[src/rtl/frm_zone_classifier.sv]
// Per-frame, per-zone dark/light classifier with percentage hysteresis and debounce.
// Each active line is split into ZONES equal horizontal zones. Bright and total pixel
// counts are accumulated per zone over a frame. On each vs falling edge every zone is
// re-judged, and the invert mask plus a global majority flag are updated.
module frm_zone_classifier #(
  parameter int unsigned ZONES    = 4,
  parameter int unsigned H_ACTIVE = 1920,
  parameter int unsigned WD_W     = 8,
  parameter int unsigned LUMA_THR = 128,
  parameter int unsigned CNT_W    = 22,
  parameter int unsigned HI_NUM   = 9,
  parameter int unsigned LO_NUM   = 7,
  parameter int unsigned DEBOUNCE = 2
) (
  input  logic             clk_i,
  input  logic             rst_i,
  input  logic             vs_i,
  input  logic             de_i,
  input  logic [WD_W-1:0]  wd_i,
  output logic [ZONES-1:0] zone_o,
  output logic             rx_o,
  output logic             frm_done_o
);

  localparam int unsigned ZPIX   = H_ACTIVE / ZONES;
  localparam int unsigned COL_W  = $clog2(ZPIX + 1);
  localparam int unsigned ZIDX_W = (ZONES > 1) ? $clog2(ZONES) : 1;
  localparam int unsigned DEB_W  = $clog2(DEBOUNCE + 1);
  // Wide enough for brt*16 and tot*16 without truncation.
  localparam int unsigned CMP_W  = CNT_W + 5;

  localparam logic [CNT_W-1:0]  CNT_MAX  = '1;
  localparam logic [ZIDX_W-1:0] ZIDX_TOP = ZIDX_W'(ZONES - 1);
  localparam logic [COL_W-1:0]  COL_TOP  = COL_W'(ZPIX - 1);

  logic                vs_r_q;
  logic [COL_W-1:0]    col_q, col_d;
  logic [ZIDX_W-1:0]   zidx_q, zidx_d;
  logic [CNT_W-1:0]    tot_q [ZONES];
  logic [CNT_W-1:0]    tot_d [ZONES];
  logic [CNT_W-1:0]    brt_q [ZONES];
  logic [CNT_W-1:0]    brt_d [ZONES];
  logic [DEB_W-1:0]    deb_q [ZONES];
  logic [DEB_W-1:0]    deb_d [ZONES];
  logic [ZONES-1:0]    inv_q, inv_d;
  logic                rx_q, rx_d;
  logic                frm_done_q, frm_done_d;

  logic                ev;
  logic                bright;
  logic [ZONES-1:0]    want;
  logic [CMP_W-1:0]    brt16  [ZONES];
  logic [CMP_W-1:0]    tot_hi [ZONES];
  logic [CMP_W-1:0]    tot_lo [ZONES];

  assign ev     = vs_r_q & ~vs_i;
  assign bright = (wd_i >= WD_W'(LUMA_THR));

  // Column position within the current zone and zone index; last zone absorbs overflow.
  always_comb begin
    col_d  = col_q;
    zidx_d = zidx_q;
    if (!de_i) begin
      col_d  = '0;
      zidx_d = '0;
    end else if (zidx_q != ZIDX_TOP) begin
      if (col_q == COL_TOP) begin
        col_d  = '0;
        zidx_d = zidx_q + ZIDX_W'(1);
      end else begin
        col_d = col_q + COL_W'(1);
      end
    end
  end

  // Saturating per-zone accumulators; on a frame event they restart from this pixel.
  always_comb begin
    for (int z = 0; z < ZONES; z++) begin
      tot_d[z] = tot_q[z];
      brt_d[z] = brt_q[z];
      if (ev) begin
        tot_d[z] = CNT_W'(de_i && (zidx_q == ZIDX_W'(z)));
        brt_d[z] = CNT_W'(de_i && (zidx_q == ZIDX_W'(z)) && bright);
      end else if (de_i && (zidx_q == ZIDX_W'(z))) begin
        if (tot_q[z] != CNT_MAX) tot_d[z] = tot_q[z] + CNT_W'(1);
        if (bright && (brt_q[z] != CNT_MAX)) brt_d[z] = brt_q[z] + CNT_W'(1);
      end
    end
  end

  // Hysteresis verdict per zone from the pre-event accumulator values.
  always_comb begin
    for (int z = 0; z < ZONES; z++) begin
      brt16[z]  = CMP_W'(brt_q[z]) << 4;
      tot_hi[z] = CMP_W'(tot_q[z]) * CMP_W'(HI_NUM);
      tot_lo[z] = CMP_W'(tot_q[z]) * CMP_W'(LO_NUM);
      if (tot_q[z] == '0) begin
        want[z] = inv_q[z];
      end else if (inv_q[z]) begin
        want[z] = (brt16[z] >= tot_lo[z]);
      end else begin
        want[z] = (brt16[z] >= tot_hi[z]);
      end
    end
  end

  // Debounce: a zone flips only after DEBOUNCE consecutive disagreeing frames.
  always_comb begin
    inv_d = inv_q;
    for (int z = 0; z < ZONES; z++) begin
      deb_d[z] = deb_q[z];
      if (ev) begin
        if ((tot_q[z] == '0) || (want[z] == inv_q[z])) begin
          deb_d[z] = '0;
        end else if (deb_q[z] + DEB_W'(1) == DEB_W'(DEBOUNCE)) begin
          inv_d[z] = ~inv_q[z];
          deb_d[z] = '0;
        end else begin
          deb_d[z] = deb_q[z] + DEB_W'(1);
        end
      end
    end
  end

  // Majority flag and completion pulse, both tied to the frame event.
  always_comb begin
    rx_d       = rx_q;
    frm_done_d = ev;
    if (ev) rx_d = ($countones(inv_d) >= int'((ZONES + 1) / 2));
  end

  // State registers.
  always_ff @(posedge clk_i or posedge rst_i) begin
    if (rst_i) begin
      vs_r_q     <= 1'b0;
      col_q      <= '0;
      zidx_q     <= '0;
      tot_q      <= '{default: '0};
      brt_q      <= '{default: '0};
      deb_q      <= '{default: '0};
      inv_q      <= '0;
      rx_q       <= 1'b0;
      frm_done_q <= 1'b0;
    end else begin
      vs_r_q     <= vs_i;
      col_q      <= col_d;
      zidx_q     <= zidx_d;
      tot_q      <= tot_d;
      brt_q      <= brt_d;
      deb_q      <= deb_d;
      inv_q      <= inv_d;
      rx_q       <= rx_d;
      frm_done_q <= frm_done_d;
    end
  end

  assign zone_o     = inv_q;
  assign rx_o       = rx_q;
  assign frm_done_o = frm_done_q;

endmodule

[config.mk]
export PLATFORM = sky130hd
export DESIGN_NAME = frm_zone_classifier
export DESIGN_NICKNAME = d
export VERILOG_FILES = /design/src/rtl/frm_zone_classifier.sv
export SDC_FILE = /design/constraint.sdc
export NUM_CORES = 1
export LEC_CHECK = 0
export CAP_MARGIN = 40
export CORE_AREA = 2 2 207 209
export CTS_CLUSTER_DIAMETER = 120
export DETAILED_ROUTE_END_ITERATION = 6
export DIE_AREA = 0 0 209 211
export PLACE_DENSITY = 0.73
export SLEW_MARGIN = 20
export SYNTH_ARGS = -nofsm -noshare
export SYNTH_HDL_FRONTEND = slang
export SYNTH_SLANG_ARGS = --single-unit
[constraint.sdc]
create_clock -name clk_i -period 7.4 [get_ports clk_i]
set_input_delay 0.74 -clock clk_i [delete_from_list [all_inputs] [get_ports clk_i]]
set_output_delay 0.74 -clock clk_i [all_outputs]
set_load 0.01 [all_outputs]
==> implementation parameters <==
Parameter                              Value

STA
  Transition at the pin with the smallest max-transition slack ... 0.731 ns
  Timing-limited maximum frequency ... around 160 MHz
  Hold Fails Final Rpt ... 0
  Final Setup Violations ... 0
  Number of max-slew violations in the final report ... 0
  Setup skew after layout ... around 0.015 ns
  Setup repair after global routing missed its margin ... no
  Max-slew headroom at the worst pin ... roughly half
  Min cycle time layout ... roughly 6.2 ns
  Fraction of the cycle the final worst path needs ... between 80% and 90%
  Setup TNS ... 0 ns

Floorplan
  Total number of placement rows ... 75
  Standard cell core area ... about 42000 sq um
  Chip Width ... between 200 and 250 microns
  Vertical die dimension ... between 200 and 250 microns
  Effective utilization at floorplan ... 59.6%
  Count of pins on the block boundary ... 18
  Die area ... 44100 sq um

CTS
  Number of sinks driven by the clock tree ... between 200 and 250
  Quantity of hold-fixing buffers added after cts ... 0
  Clock insertion delay at the later pin of the skew report ... 0.55 ns
  CTS Buf Count ... 26
  Setup Buffers After CTS ... 0
  Resized Gates After CTS ... 0
  Clock transition at the registers of the reported paths ... ~0.06 ns
  Buffer type at the clock tree root ... sky130_fd_sc_hd__clkbuf_16
  Count of H-tree levels built during CTS ... 1
  Clock tree buffer depth ... 3
  CTS tree ... yes

Min path
  Worst Hold Class ... reg2reg

Synthesis
  Seq cells post-synth ... between 200 and 250
  Synthesized instance count ... about 2700
  Main area contributors after synthesis ... sky130_fd_sc_hd__ha_1, sky130_fd_sc_hd__dfrtp_1, sky130_fd_sc_hd__fa_1
  Sequential fraction of the synthesis area ... roughly a fifth
  Post-synth top area share ... 27.6%
  Number of enable flip-flop cells after synthesis ... 0
  Mean instance size in the synthesized netlist ... 9.18 sq um
  Distinct cell type count of the synthesized netlist ... just over 80
  Synth Net Count ... 3364
  Most area-hungry cell type in the Yosys netlist ... sky130_fd_sc_hd__ha_1
  Most repeated cell in the gate-level netlist after synthesis ... sky130_fd_sc_hd__ha_1
  Netlist Area Pre-Place ... 24900 sq um
  Share of flip-flops with an asynchronous set or reset after synthesis ... 100%
  Predominant post-synthesis flop cell ... sky130_fd_sc_hd__dfrtp_1
  Most used standard cells in the synthesized netlist ... sky130_fd_sc_hd__ha_1, sky130_fd_sc_hd__nor2_1, sky130_fd_sc_hd__dfrtp_1
  Number of warnings printed during yosys synthesis ... 0

Global routing
  Pin count of the biggest net entering global routing ... 112
  GRT Util Overall ... roughly 25%
  Via count of the first global-routing pass ... 19700
  Wire length of the first global-routing pass ... approximately 94000 microns
  Total congestion overflow after global routing ... 0
  Initial antenna violation count ... 0

Route
  Detailed Route WL ... 54800 microns
  DR vias ... 19600
  Post-DR wirelength/cell ... roughly 17 microns
  Max layer used ... met4
  Drc violations ... 0
  ANT nets after route ... 0
  Met2 wire length ... about 26000 microns
  Met1 Routed Length ... about 25000 microns
  Average vias per placed instance ... 5.97
  1st-pass router iterations ... 7
  DRT iter0 DRCs ... around 1100
  Routed met3 length ... approximately 1900 microns

Final layout
  Post-layout net count ... 3382
  Finished layout cell area ... 26600 sq um
  Antenna diode count ... 0
  Syn-to-layout area delta ... 6.96%
  Fraction of layout instances using a drive strength above 1 ... approximately 3.2%

Run status
  Run status ... complete, no violations

Critical path
  Start-to-end type of the worst setup path ... reg2reg
  Critical Path AT ... between 6 and 7 ns
  Flop2flop setup slack ... 1.20 ns
  Nature of the critical path endpoint ... flip-flop
  Startpoint type of the worst setup path ... flip-flop
  Critical Path RT ... slightly below 8 ns
  Maximum fanout along the worst path ... 7

Power and ir drop
  Pwr dens ... roughly 120 nW/um^2
  Reported leakage power ... around 14 nW
  Max rail drop VDD ... 0.000114 V

Placed design
  Placer's final routability congestion estimate ... roughly 0.89
  Detailed-placement wirelength estimate ... 42900 microns
  Number of buffer cells added on primary ports ... 10
  Area after DPL ... between 20000 and 30000 sq um

Job
  Max-Cap Viols ... 0
-- registers in the layout, indices dropped and copies added (netlist names) --
| register | cells |
|---|---|
| brt16 | 88 |
| col_q | 9 |
| deb_q | 8 |
| frm_done_o | 1 |
| rx_o | 1 |
| tot_q | 88 |
| vs_r_q | 1 |
| zidx_q | 2 |
| zone_o | 4 |
-- cells by family after synthesis --
family / count (synthesis) / share of synthesized area, %
AO/OA/AOI/OAI: 577 / 15.3
XOR/XNOR: 288 / 10.1
AND/OR/NAND/NOR: 803 / 16.0
flip-flops: 202 / 20.3
multiplexers: 5 / 0.201
adder cells (fa/ha/maj): 642 / 35.1
buffers and inverters: 193 / 2.92
-- cell type report --
type                       count  area [sq um]
multi-input combinational   2315         19100
sequential                   202          5050
tap                          539           674
clock buffer                  35           766
inverter                     165           632
fill                        3409         15100
clock inverter                11           190
timing repair buffer          18           194
-- power breakdown --
part / internal [mW] / total (mW) / switching, mW
clock network: 0.896 / 1.41 / 0.518
logic: 0.271 / 0.618 / 0.348
registers: 1.15 / 1.22 / 0.0716
total: 2.32 / 3.25 / 0.937
-- layout by cell type (no fill, tap or decap), types with 24 or more instances in the layout --
master	n
sky130_fd_sc_hd__ha_1	549
sky130_fd_sc_hd__nor2_1	249
sky130_fd_sc_hd__dfrtp_1	202
sky130_fd_sc_hd__a21oi_1	173
sky130_fd_sc_hd__xnor2_1	169
sky130_fd_sc_hd__inv_1	163
sky130_fd_sc_hd__nand2_1	147
sky130_fd_sc_hd__xor2_1	119
sky130_fd_sc_hd__nand3_1	102
sky130_fd_sc_hd__o21ai_0	98
sky130_fd_sc_hd__a21o_1	95
sky130_fd_sc_hd__fa_1	93
sky130_fd_sc_hd__nand4_1	59
sky130_fd_sc_hd__nor3_1	52
sky130_fd_sc_hd__o21a_1	39
sky130_fd_sc_hd__or3_1	37
sky130_fd_sc_hd__clkbuf_16	27
sky130_fd_sc_hd__nor2b_1	25
sky130_fd_sc_hd__o21bai_1	24
-- worst paths after layout --
check | from | end | cells after the start
max in group asynchronous | rst_i | brt16[90] | 4
setup / recovery | tot_q[3] | rx_o | 24
hold reg to reg | deb_q[5] | deb_q[5] | 1
min in group asynchronous | rst_i | tot_q[54] | 2
setup reg to reg | tot_q[3] | rx_o | 24
hold / removal | deb_q[5] | deb_q[5] | 1
-- critical path, stage by stage, from the launching register on --
cell and delay (ns):
sky130_fd_sc_hd__dfrtp_1 0.53, sky130_fd_sc_hd__inv_1 0.17, sky130_fd_sc_hd__fa_1 0.56, sky130_fd_sc_hd__inv_1 0.07, sky130_fd_sc_hd__fa_1 0.46, sky130_fd_sc_hd__a21o_1 0.19
sky130_fd_sc_hd__a21oi_2 0.20, sky130_fd_sc_hd__o21ai_1 0.11, sky130_fd_sc_hd__a31o_2 0.23, sky130_fd_sc_hd__o41a_1 0.39, sky130_fd_sc_hd__a21oi_1 0.17, sky130_fd_sc_hd__nor2b_1 0.05
sky130_fd_sc_hd__o311ai_0 0.43, sky130_fd_sc_hd__ha_1 0.34, sky130_fd_sc_hd__nor2b_1 0.13, sky130_fd_sc_hd__o21ai_0 0.15, sky130_fd_sc_hd__o211a_1 0.17, sky130_fd_sc_hd__nor2_1 0.03
sky130_fd_sc_hd__a2111oi_0 0.55, sky130_fd_sc_hd__nand3_1 0.14, sky130_fd_sc_hd__a22o_1 0.29, sky130_fd_sc_hd__fa_1 0.41, sky130_fd_sc_hd__nand2_1 0.07, sky130_fd_sc_hd__nand2_1 0.06
sky130_fd_sc_hd__a31o_2 0.20
-- metrics by stage --
step                      setup WS [ns]  hold slack [ns]  cells  utilization (%)  total power [mW]
after global routing              0.745            0.506   3285             63.7              3.41
final                              1.20            0.492   3285             63.7              3.25
after global placement             1.20            0.460   3234             61.3              1.84
after detailed placement           1.16            0.470   3238             61.4              1.86
after floorplan                    1.15            0.445   2710                -              1.64
after CTS                          1.11            0.489   3284             63.7              3.29
-- metal layers --
metal	vias up	global-route usage, %
li1	9712	-
met1	9497	33.7
met2	321	44.4
met3	78	2.04
met4	0	7.00
met5	-	0
Power figures use the tool's default switching activity.
